### src/rtl/hazard_scoreboard.sv
// hazard_scoreboard: load-use hazard detector and forwarding scheduler for a
// 5-stage MIPS pipeline. Owns the destination-register mux select, tracks the
// selected destination through EX/MEM/WB, stalls ID on load-use conflicts and
// registers forwarding selects for the instruction entering EX.
//
// Ports:
//   clk, rst_n               clock, asynchronous active-low reset
//   id_valid                 ID stage holds a real instruction
//   id_rs, id_rt, id_rd      register fields of the ID instruction
//   id_uses_rs, id_uses_rt   instruction reads rs / rt
//   id_regdst                1 = rd is destination, 0 = rt
//   id_regwrite, id_memread  writes the register file / is a load
//   flush                    kill the ID instruction this cycle
//   dst_sel                  destination mux select (combinational)
//   stall                    freeze PC and IF/ID, bubble into ID/EX (combinational)
//   fwd_a, fwd_b             registered forwarding selects (00 RF, 10 EX/MEM, 01 MEM/WB)
//   ex_dst, mem_dst, wb_dst  tracked destinations, 0 = none
//   stall_count              saturating stall-cycle counter
module hazard_scoreboard #(
    parameter int unsigned CNT_W = 16
) (
    input  logic             clk,
    input  logic             rst_n,
    input  logic             id_valid,
    input  logic [4:0]       id_rs,
    input  logic [4:0]       id_rt,
    input  logic [4:0]       id_rd,
    input  logic             id_uses_rs,
    input  logic             id_uses_rt,
    input  logic             id_regdst,
    input  logic             id_regwrite,
    input  logic             id_memread,
    input  logic             flush,
    output logic             dst_sel,
    output logic             stall,
    output logic [1:0]       fwd_a,
    output logic [1:0]       fwd_b,
    output logic [4:0]       ex_dst,
    output logic [4:0]       mem_dst,
    output logic [4:0]       wb_dst,
    output logic [CNT_W-1:0] stall_count
);

    localparam int unsigned REG_W = 5;
    localparam logic [1:0]  FWD_RF  = 2'b00;
    localparam logic [1:0]  FWD_EXM = 2'b10;
    localparam logic [1:0]  FWD_MWB = 2'b01;

    logic             ex_valid;
    logic             ex_load;
    logic             mem_valid;
    logic [REG_W-1:0] id_dst;
    logic             id_dst_valid;
    logic             rs_ex;
    logic             rt_ex;
    logic             rs_mem;
    logic             rt_mem;
    logic             bubble;
    logic [1:0]       fwd_a_next;
    logic [1:0]       fwd_b_next;

    // Destination selection and source-vs-slot match detection.
    always_comb begin
        dst_sel      = id_regdst;
        id_dst       = id_regdst ? id_rd : id_rt;
        id_dst_valid = id_regwrite && (id_dst != '0);
        rs_ex        = id_uses_rs && ex_valid  && (id_rs == ex_dst);
        rt_ex        = id_uses_rt && ex_valid  && (id_rt == ex_dst);
        rs_mem       = id_uses_rs && mem_valid && (id_rs == mem_dst);
        rt_mem       = id_uses_rt && mem_valid && (id_rt == mem_dst);
        stall        = id_valid && !flush && (rs_ex || rt_ex) && ex_load;
        bubble       = flush || stall || !id_valid;
    end

    // Forwarding select: EX-slot (newest) producer wins over MEM slot.
    always_comb begin
        fwd_a_next = FWD_RF;
        fwd_b_next = FWD_RF;
        if (!bubble) begin
            if (rs_ex && !ex_load) fwd_a_next = FWD_EXM;
            else if (rs_mem)       fwd_a_next = FWD_MWB;
            if (rt_ex && !ex_load) fwd_b_next = FWD_EXM;
            else if (rt_mem)       fwd_b_next = FWD_MWB;
        end
    end

    // Producer tracker: invalid slots carry dst 0 so *_dst reads 0 for "none".
    always_ff @(posedge clk or negedge rst_n) begin
        if (!rst_n) begin
            ex_valid  <= 1'b0;
            ex_dst    <= '0;
            ex_load   <= 1'b0;
            mem_valid <= 1'b0;
            mem_dst   <= '0;
            wb_dst    <= '0;
            fwd_a     <= FWD_RF;
            fwd_b     <= FWD_RF;
        end else begin
            wb_dst    <= mem_dst;
            mem_valid <= ex_valid;
            mem_dst   <= ex_dst;
            fwd_a     <= fwd_a_next;
            fwd_b     <= fwd_b_next;
            if (bubble || !id_dst_valid) begin
                ex_valid <= 1'b0;
                ex_dst   <= '0;
                ex_load  <= 1'b0;
            end else begin
                ex_valid <= 1'b1;
                ex_dst   <= id_dst;
                ex_load  <= id_memread;
            end
        end
    end

    // Saturating stall counter.
    always_ff @(posedge clk or negedge rst_n) begin
        if (!rst_n) begin
            stall_count <= '0;
        end else if (stall && (stall_count != '1)) begin
            stall_count <= stall_count + CNT_W'(1);
        end
    end

endmodule

### config.mk
export PLATFORM = sky130hd
export DESIGN_NAME = hazard_scoreboard
export DESIGN_NICKNAME = d
export VERILOG_FILES = /design/src/rtl/hazard_scoreboard.sv
export SDC_FILE = /design/constraint.sdc
export NUM_CORES = 1
export LEC_CHECK = 0
export BUFFER_PORTS_ARGS = -buffer_cell sky130_fd_sc_hd__buf_2
export CAP_MARGIN = 20
export CORE_MARGIN = 1.5
export CORE_UTILIZATION = 45
export CTS_CLUSTER_SIZE = 25
export DETAILED_ROUTE_END_ITERATION = 7
export PLACE_DENSITY = 0.79
export REMOVE_ABC_BUFFERS = 1
export SYNTH_ARGS = -nofsm -noshare
export SYNTH_HDL_FRONTEND = slang
export SYNTH_SLANG_ARGS = --single-unit
### constraint.sdc
create_clock -name clk -period 3.28 [get_ports clk]
set_clock_uncertainty 0.1 [all_clocks]
set_input_delay 0.492 -clock clk [delete_from_list [all_inputs] [get_ports clk]]
set_output_delay 0.492 -clock clk [all_outputs]
set_load 0.05 [all_outputs]
==> results of run 1 <==
==> layout by cell type, fill, tap and decap left out, drive strengths merged, types with 2 or more instances in the layout <==
cell	instances
nand3b	2
mux2i	5
and2	3
nor2b	2
xor2	13
nor4	2
xnor2	21
nor3	2
dfrtp	38
nand4	8
mux2	2
nand2	9
and3	11
nor3b	3
clkbuf	7
inv	3
buf	60
nand3	8
nor2	9
a2111oi	2
==> power by group through the flow <==
stage	sequential (uW)	combinational [uW]	clock [uW]
after global routing	482	102	353
final	482	93.7	318
after CTS	482	94.4	334
after global placement	491	92.6	0
after detailed placement	491	94.3	0
after floorplan	509	30.0	0
==> worst register-to-register path, cell delays in order (launching register included) <==
cell and delay, ps:
dfrtp_1 400, ha_1 190, and3_1 210, nor2b_1 310, nand2_1 260, nand2_1 180, mux2_2 340
==> final cells by class <==
cell class                 count  share of cell area (%)
sequential                    38                    41.9
multi-input combinational    115                    37.5
timing repair buffer          60                    13.2
clock buffer                   7                    3.81
tap                           50                    2.76
inverter                       3                   0.497
clock inverter                 1                   0.221
==> logic make-up (layout without fill, tap and decap cells) <==
kind of cell	count (synthesis)	in the layout	synth area share, %
compound gates	9	9	3.95
simple gates	64	64	21.5
buf+inv	6	71	1.91
mux	7	7	3.95
flops	38	38	51.8
xor+xnor	34	34	16.2
fa+ha+maj	1	1	0.681
==> path summary, 6_finish.rpt <==
| kind | startpoint | end | slack [ps] | depth (start not counted) |
|---|---|---|---|---|
| setup / recovery | ex_dst[3]$_DFF_PN0_ | stall | 880 | 5 |
| hold / removal | rst_n | stall_count[12]$_DFFE_PN0P_ | 200 | 1 |
| setup reg to reg | stall_count[0]$_DFFE_PN0P_ | stall_count[1]$_DFFE_PN0P_ | 1170 | 6 |
| hold reg to reg | ex_valid$_DFF_PN0_ | mem_valid$_DFF_PN0_ | 300 | 0 |
| max in group asynchronous | rst_n | ex_load$_DFF_PN0_ | 2380 | 1 |
| min in group clk | ex_valid$_DFF_PN0_ | mem_valid$_DFF_PN0_ | 300 | 0 |
==> through the flow <==
step           hold WS [ps]  area, um2
6_report                195       2270
5_1_grt                 253       2270
4_1_cts                 209       2270
3_5_place_dp            289       2180
3_3_place_gp            290       2180
2_1_floorplan          96.4       1810
==> registers in the layout, indices dropped and copies added, names as in the netlist <==
name and count:
stall_count 16, ex_dst 5, mem_dst 5, wb_dst 5
fwd_a 2, fwd_b 2, ex_load 1, ex_valid 1
mem_valid 1
==> routing by layer <==
layer  wire length, um  global-route usage [%]
met5                 0                       0
met2              1850                    32.1
met4                52                    6.12
met3               231                    5.57
met1              1590                    22.1
==> impl_metrics.ini, run 1 <==
[yosys]
synth_top_cell_by_area = dfrtp_1
synthCells = 159
synth_top_flop_cell = dfrtp_1
synthArstFlopShare_pct = 100
yosysTopAreaCellShare_pct = 51.8
synth_edf_count = 0
yosys-top-cells-area = dfrtp_1 (52%), xnor2_1 (10%), xor2_1 (6.2%)
synth_cell_types = 36
synthTopCellsByCount = dfrtp_1 (38), xnor2_1 (21), xor2_1 (13)
yosysMostFrequentCell = dfrtp_1
synth_seq_cells = 38
yosysWarnings = 0
syn_avg_cell_area_um2 = 11.6
ys_seq_area_share_pct = 51.8
syn_area_mm2 = 0.00184

[clock_network]
cts_tree = done
cts_made_buffers = 5
worstSkewPairLatency_ps = 280
post-cts-setup-buffers = 0
numClockSinks = 38
cts_max_level = 2
max-clock-path-buffers = 2
clockRootBuffer = clkbuf_8
ctsResizeCount = 0
clkTransAtPathRegs_ps = 70
ctsHoldBuffers = 0

[grt]
grt_pass1_vias = 1352
grt_pass1_wl_mm = 6.18
antenna_found_initial = 0
grt_util_all_layers_pct = 18.7
grt_max_degree = 39
grt_overflow = 0

[finish]
fillers = 363
multi_input_area_um2 = 851
layout.nets = 248
num_antenna_cells = 0
final_core_util_pct = 57.1
seq_area_um2 = 951
final_layout_size_suffix_gt1_share_pct = 34.8
area_delta_synth_final_pct = 23.4
finalNonFillerCells = 274

[power]
netSwitchingPower_uw = 217
powerDensity_mw_per_mm2 = 394
seqPwrFrac_pct = 53.9
totalPowerFinal_uw = 893
combPwrFrac_pct = 10.5
leakage_uw = 0.00119
p_int_uw = 676
switching_share_pct = 24.3
ir_worst_vdd_uv = 217
clkPwrFrac_pct = 35.6

[timing]
worstMarginPinSlew_ps = 804
period_share_pct = 73.3
fin_crit_ps = 2400
fin_ws_ps = 877
rsz0062_at_grt = no
setup_tns_ps = 0
finalSetupViolCount = 0
finalHoldViolations = 0
fmax_ghz = 0.416
maxSlewHeadroom_pct = 46.4
final-max-slew-violation-count = 0

[placed_design]
place_ws_ps = 1010
place_hpwl_mm = 2.93
io_buffer_count = 60
gp_congestion = 0.837
dp.cells = 266

[worst_setup_path]
crit_path_end_kind = output pin
cp.arrival_ps = 1810
cp_max_fo = 4
critical_path_buf_inv_count = 1
critPathMaxStageDelay_ps = 430
crit_slowest_cell = dfrtp_1
cp.required_ps = 2690
startpoint_type = register
crit_type = reg2out
crit_chain = xor2_1 -> nor2_1 -> nand2_1 -> o41ai_1 -> buf_2
critical-path-top-delay-family = flip-flops

[route]
wire_per_inst_um = 13.6
drt-vias-per-instance = 5.13
drtIter0Drc = 124
drc_errors = 0
final_antenna_net_count = 0
routed_wl_mm = 3.72
first_pass_iters = 4
vias = 1406

[die]
dieHeight_um = 66.9
std_cell_rows = 23
core-area_mm2 = 0.00397
io_pins = 61
initial_utilization_pct = 46.3
dieArea_mm2 = 0.00447
die-width_um = 66.9

[job]
cap_violations = 0

[hold_path]
hp-class = in2async

[run_status]
status = complete, no violations
(Power assumes the default switching activity.)
==> run 2, diff against run 1 <==
PLACE_DENSITY = 0.82   (was 0.79)
clock period = 2.1 ns   (was 3.28 ns; I/O delays follow)
==> run 2 against run 1 <==
  * First-iteration DRC count down 27%
  * Register-to-register slack got worse by 1000 ps
  * Total power up 72%
  * Clock power increased by 93%
  * Largest cell class unchanged
  * Via count grew 10%
  * Worst setup slack worse by 860 ps
  * Wire length increased by 23%
  * Cell count rose by 6.6%
  * Highest routed layer unchanged
  * Sequential cell count did not move
==> impl_metrics.ini, run 2 (same netlist as run 1, synthesis figures left out) <==
[run_status]
status = complete, no violations

[clock_network]
cts_max_level = 2
cts_made_buffers = 5
numClockSinks = 38
max-clock-path-buffers = 2
clockRootBuffer = clkbuf_8
clkTransAtPathRegs_ps = 70
cts_tree = done
worstSkewPairLatency_ps = 290

[worst_setup_path]
r2r-start = ex_dst[0]$_DFF_PN0_
cpMostUsedCell = buf_4
r2r_setup_slack_ps = 120
cp.required_ps = 1680
critical-path-top-delay-family = flip-flops
r2r_end = stall_count[1]$_DFFE_PN0P_
crit_chain = buf_4 -> xnor2_1 -> and3_4 -> nand3_1 -> o41ai_2 -> buf_4
cp.arrival_ps = 1670
crit_type = reg2out
crit_slowest_cell = dfrtp_1
startpoint_type = register
crit_path_end_kind = output pin
critical_path_buf_inv_count = 2
critPathMaxStageDelay_ps = 420
cp_max_fo = 5
r2r.worst_path.cells = 5

[placed_design]
place_hpwl_mm = 3.05
postPlaceCellArea_mm2 = 0.00221
gp_congestion = 0.836
io_buffer_count = 60
dp.cells = 270

[grt]
antenna_found_initial = 0
grt_max_degree = 39
grt_util_all_layers_pct = 20.7
grt_pass1_vias = 1477
grt_pass1_wl_mm = 6.93
grt_overflow = 0

[route]
routed_wl_mm = 4.58
first_pass_iters = 5
drtIter0Drc = 91
final_antenna_net_count = 0
drt-vias-per-instance = 5.30
drc_errors = 0
wire_per_inst_um = 15.7
vias = 1548

[finish]
layout.nets = 266
num_antenna_cells = 0
fillers = 334
area_delta_synth_final_pct = 34.5
final_cell_mix = buf_2 (59), dfrtp_1 (38), xnor2_1 (21), buf_4 (17), xor2_1 (12)
final_common_cell = buf_2
largest_reg_flops = 16
final_area_mm2 = 0.00247
finalNonFillerCells = 292
final_layout_size_suffix_gt1_share_pct = 40.9
regMostFlops = stall_count

[timing]
period_share_pct = 99.2
worstMarginPinSlew_ps = 469
finalSetupViolCount = 0
rsz0062_at_grt = yes
maxSlewHeadroom_pct = 67.9
finalHoldViolations = 0
fin_crit_ps = 2080
final-max-slew-violation-count = 0
fmax_ghz = 0.480

[power]
powerDensity_mw_per_mm2 = 622
ir_worst_vdd_uv = 336
leakage_uw = 0.00130

[hold_path]
hp-start = id_memread
hp-class = in2reg
whs_endpoint = ex_load$_DFF_PN0_
hold_depth = 3

[die]
die-width_um = 66.9
io_pins = 61
core-area_mm2 = 0.00397
initial_utilization_pct = 46.3
dieArea_mm2 = 0.00447
dieHeight_um = 66.9
std_cell_rows = 23

[job]
cap_violations = 0
-- run 2: changes by cell type in the layout (fill, tap and decap cells not counted), sizes merged --
| cell | previous run | this run |
|---|---|---|
| clkbuf | 7 | 5 |
| buf | 60 | 76 |
| clkinv | 1 | 2 |
| dlygate4sd3 | 0 | 1 |
| a32o | 1 | 2 |
| bufinv | 0 | 1 |
-- run 2: stage by stage --
step / worst slack (ps) / power, uW / util, % / hold WS, ps / setup TNS [ps]
5_1_grt: -53.7 / 1600 / 62.2 / 150 / -53.7
3_3_place_gp: 114 / 916 / 55.5 / 289 / 0
6_report: 15.9 / 1540 / 62.2 / 154 / 0
2_1_floorplan: -1030 / 842 / - / -80.6 / -1150
3_5_place_dp: 25.0 / 919 / 55.5 / 291 / 0
4_1_cts: 2.99 / 1530 / 59.5 / 147 / 0
-- run 2: worst register-to-register path, stage by stage (launching register included) --
cell,delay [ps]
dfrtp_1,430
xor2_1,220
nor4_4,370
a32o_2,350
nand2_1,120
mux2_2,290
-- run 2: timing repair --
| action | CTS | global route |
|---|---|---|
| resized for setup | 2 | 5 |
| buffers inserted | 4 | 8 |
| pin swaps | 1 | 4 |
| endpoints found under the setup margin | 1 | 8 |
| cloned | 0 | 1 |
| hold endpoints to repair | 38 | 0 |
| hold buffers | 1 | 0 |
-- run 2: routing by layer --
metal	track usage, %	wire [um]
met1	26.9	1980
met2	34.0	2290
met3	5.24	251
met4	6.12	55
met5	0	0
-- run 2: power breakdown --
group	switching, uW	total [uW]	leakage [uW]	internal (uW)
sequential	10.3	752	0.000526	742
combinational	111	171	0.000716	60.5
clock	264	614	0.0000579	350
total	385	1540	0.00130	1150
-- run 2: worst max path at each step --
stage	start	end	cells past startpoint
floorplan	ex_dst[3]$_DFF_PN0_	stall	4
global placement	ex_dst[0]$_DFF_PN0_	stall_count[1]$_DFFE_PN0P_	5
detailed placement	ex_dst[2]$_DFF_PN0_	stall_count[1]$_DFFE_PN0P_	5
CTS	ex_dst[1]$_DFF_PN0_	stall	5
global route	ex_dst[1]$_DFF_PN0_	stall	6
finish	ex_dst[1]$_DFF_PN0_	stall	6
-- run 2: area by class of cell --
type,count,area (um2),area share (%)
multi-input cells,116,903,36.6
well taps,50,62.6,2.53
repair buffers,77,433,17.5
clock buffers,5,68.8,2.79
clock inverters,3,40.0,1.62
flip-flops and latches,38,951,38.5
inverters,3,11.3,0.456
==> run 3, diff against run 2 <==
CELL_PAD_IN_SITES_DETAIL_PLACEMENT = 0   (was not set)
CELL_PAD_IN_SITES_GLOBAL_PLACEMENT = 1   (was not set)
CORE_UTILIZATION = 34   (was 45)
GPL_ROUTABILITY_DRIVEN = 0   (was not set)
PLACE_DENSITY = 0.81   (was 0.82)
==> run 3 against run 2 <==
  * Hold slack better by 9.3 ps
  * Non-clock buffer count is 5 lower
  * Largest cell class unchanged
  * Cell area is 1.7% lower
==> impl_metrics.ini, run 3 (same netlist as run 1, synthesis figures left out) <==
[placed_design]
place_hpwl_mm = 3.07
place_ws_ps = 48.0
dp.cells = 292
io_buffer_count = 60

[worst_setup_path]
cp.arrival_ps = 1640
crit_chain = buf_6 -> xor2_2 -> nor3_2 -> nand3_1 -> o41ai_2 -> buf_4
r2r_setup_slack_ps = 190
crit_type = reg2out
crit_slowest_cell = dfrtp_1
r2r-start = ex_dst[0]$_DFF_PN0_
crit_path_end_kind = output pin
r2r.worst_path.cells = 6
startpoint = ex_dst[2]$_DFF_PN0_
r2r_end = stall_count[8]$_DFFE_PN0P_
cp.required_ps = 1680
cp_max_fo = 3
startpoint_type = register
cp-endpoint = stall
critPathMaxStageDelay_ps = 410

[clock_network]
cts_tree = done
cts_made_buffers = 5
worstSkewPairLatency_ps = 290
max-clock-path-buffers = 2
cts_max_level = 2
numClockSinks = 38
clkTransAtPathRegs_ps = 80
clockRootBuffer = clkbuf_8

[power]
leakage_uw = 0.00127
powerDensity_mw_per_mm2 = 627
ir_worst_vdd_uv = 321

[timing]
period_share_pct = 97.8
fmax_ghz = 0.487
maxSlewHeadroom_pct = 62.8
fin_ws_ps = 46.6
worstMarginPinSlew_ps = 543
final-max-slew-violation-count = 0
fin_crit_ps = 2050
finalSetupViolCount = 0
rsz0062_at_grt = yes
finalHoldViolations = 0
holdWs_ps = 163

[route]
drtIter0Drc = 31
routed_wl_mm = 4.12
drc_errors = 0
vias = 1466
first_pass_iters = 4
final_antenna_net_count = 0
wire_per_inst_um = 13.5
drt-vias-per-instance = 4.79

[die]
dieArea_mm2 = 0.00585
std_cell_rows = 26
dieHeight_um = 76.5
die-width_um = 76.5
io_pins = 61
initial_utilization_pct = 35.5
core-area_mm2 = 0.00517

[finish]
final_core_util_pct = 47.0
area_delta_synth_final_pct = 32.2
final_layout_size_suffix_gt1_share_pct = 39.4
largest_reg_flops = 16
num_antenna_cells = 0
final_common_cell = buf_2
final_cell_mix = buf_2 (59), dfrtp_1 (38), xnor2_1 (21), xor2_1 (12), buf_4 (11)
layout.nets = 260
regMostFlops = stall_count
finalNonFillerCells = 306

[hold_path]
hp-class = in2reg

[grt]
grt_overflow = 0
grt_pass1_vias = 1428
grt_max_degree = 39
antenna_found_initial = 0
grt_pass1_wl_mm = 6.82
grt_util_all_layers_pct = 15.1

[job]
cap_violations = 0

[run_status]
status = complete, no violations
run 3: how the worst min path moves through the flow:
stage | start | end | slack (ps) | cells after the start
floorplan | rst_n | ex_dst[0]$_DFF_PN0_ | -80 | 0
global placement | ex_valid$_DFF_PN0_ | mem_valid$_DFF_PN0_ | 290 | 0
detailed placement | ex_valid$_DFF_PN0_ | mem_valid$_DFF_PN0_ | 290 | 0
CTS | id_memread | ex_load$_DFF_PN0_ | 150 | 3
global route | id_memread | ex_load$_DFF_PN0_ | 150 | 3
finish | id_memread | ex_load$_DFF_PN0_ | 160 | 3
run 3: critical path: cells and delay by family (launching register included):
family | cells | cell delay (ps)
AO/OA/AOI/OAI | 1 | 70
AND/OR/NAND/NOR | 2 | 290
XOR/XNOR | 1 | 180
flip-flops | 1 | 410
buffers and inverters | 2 | 400
run 3: area by class of cell:
type	count	area, um2
inverters	3	11.3
clock buffers	5	68.8
well taps	70	87.6
multi-input cells	115	871
flip-flops and latches	38	951
clock inverters	3	40.0
repair buffers	72	399
fillers	495	2740
run 3: through the flow:
| stage | setup TNS [ps] | instance area (um2) | total power (uW) |
|---|---|---|---|
| final | 0 | 2430 | 1520 |
| after CTS | 0 | 2400 | 1540 |
| after detailed placement | 0 | 2250 | 919 |
| after global routing | -0.470 | 2430 | 1590 |
| after global placement | 0 | 2250 | 918 |
| after floorplan | -1150 | 1810 | 842 |
run 3: power breakdown:
| part | switching [uW] | internal (uW) | leakage, uW |
|---|---|---|---|
| clock network | 264 | 350 | 0.0000579 |
| registers | 9.66 | 742 | 0.000526 |
| logic | 101 | 56.2 | 0.000688 |
run 3: per-layer routing:
metal / wire (um) / global-route usage (%) / up-vias
li1: - / - / 713
met1: 1910 / 18.9 / 708
met2: 1950 / 24.5 / 41
met3: 195 / 3.71 / 4
met4: 58 / 6.67 / 0
met5: 0 / 0 / -
run 3: what timing repair did:
action,4_1_cts,5_1_grt
endpoints found under the setup margin,1,7
hold buffers,1,0
hold endpoints to repair,38,0
setup buffers,3,2
gates cloned,0,0
pin swaps,2,3
resized for setup,2,3
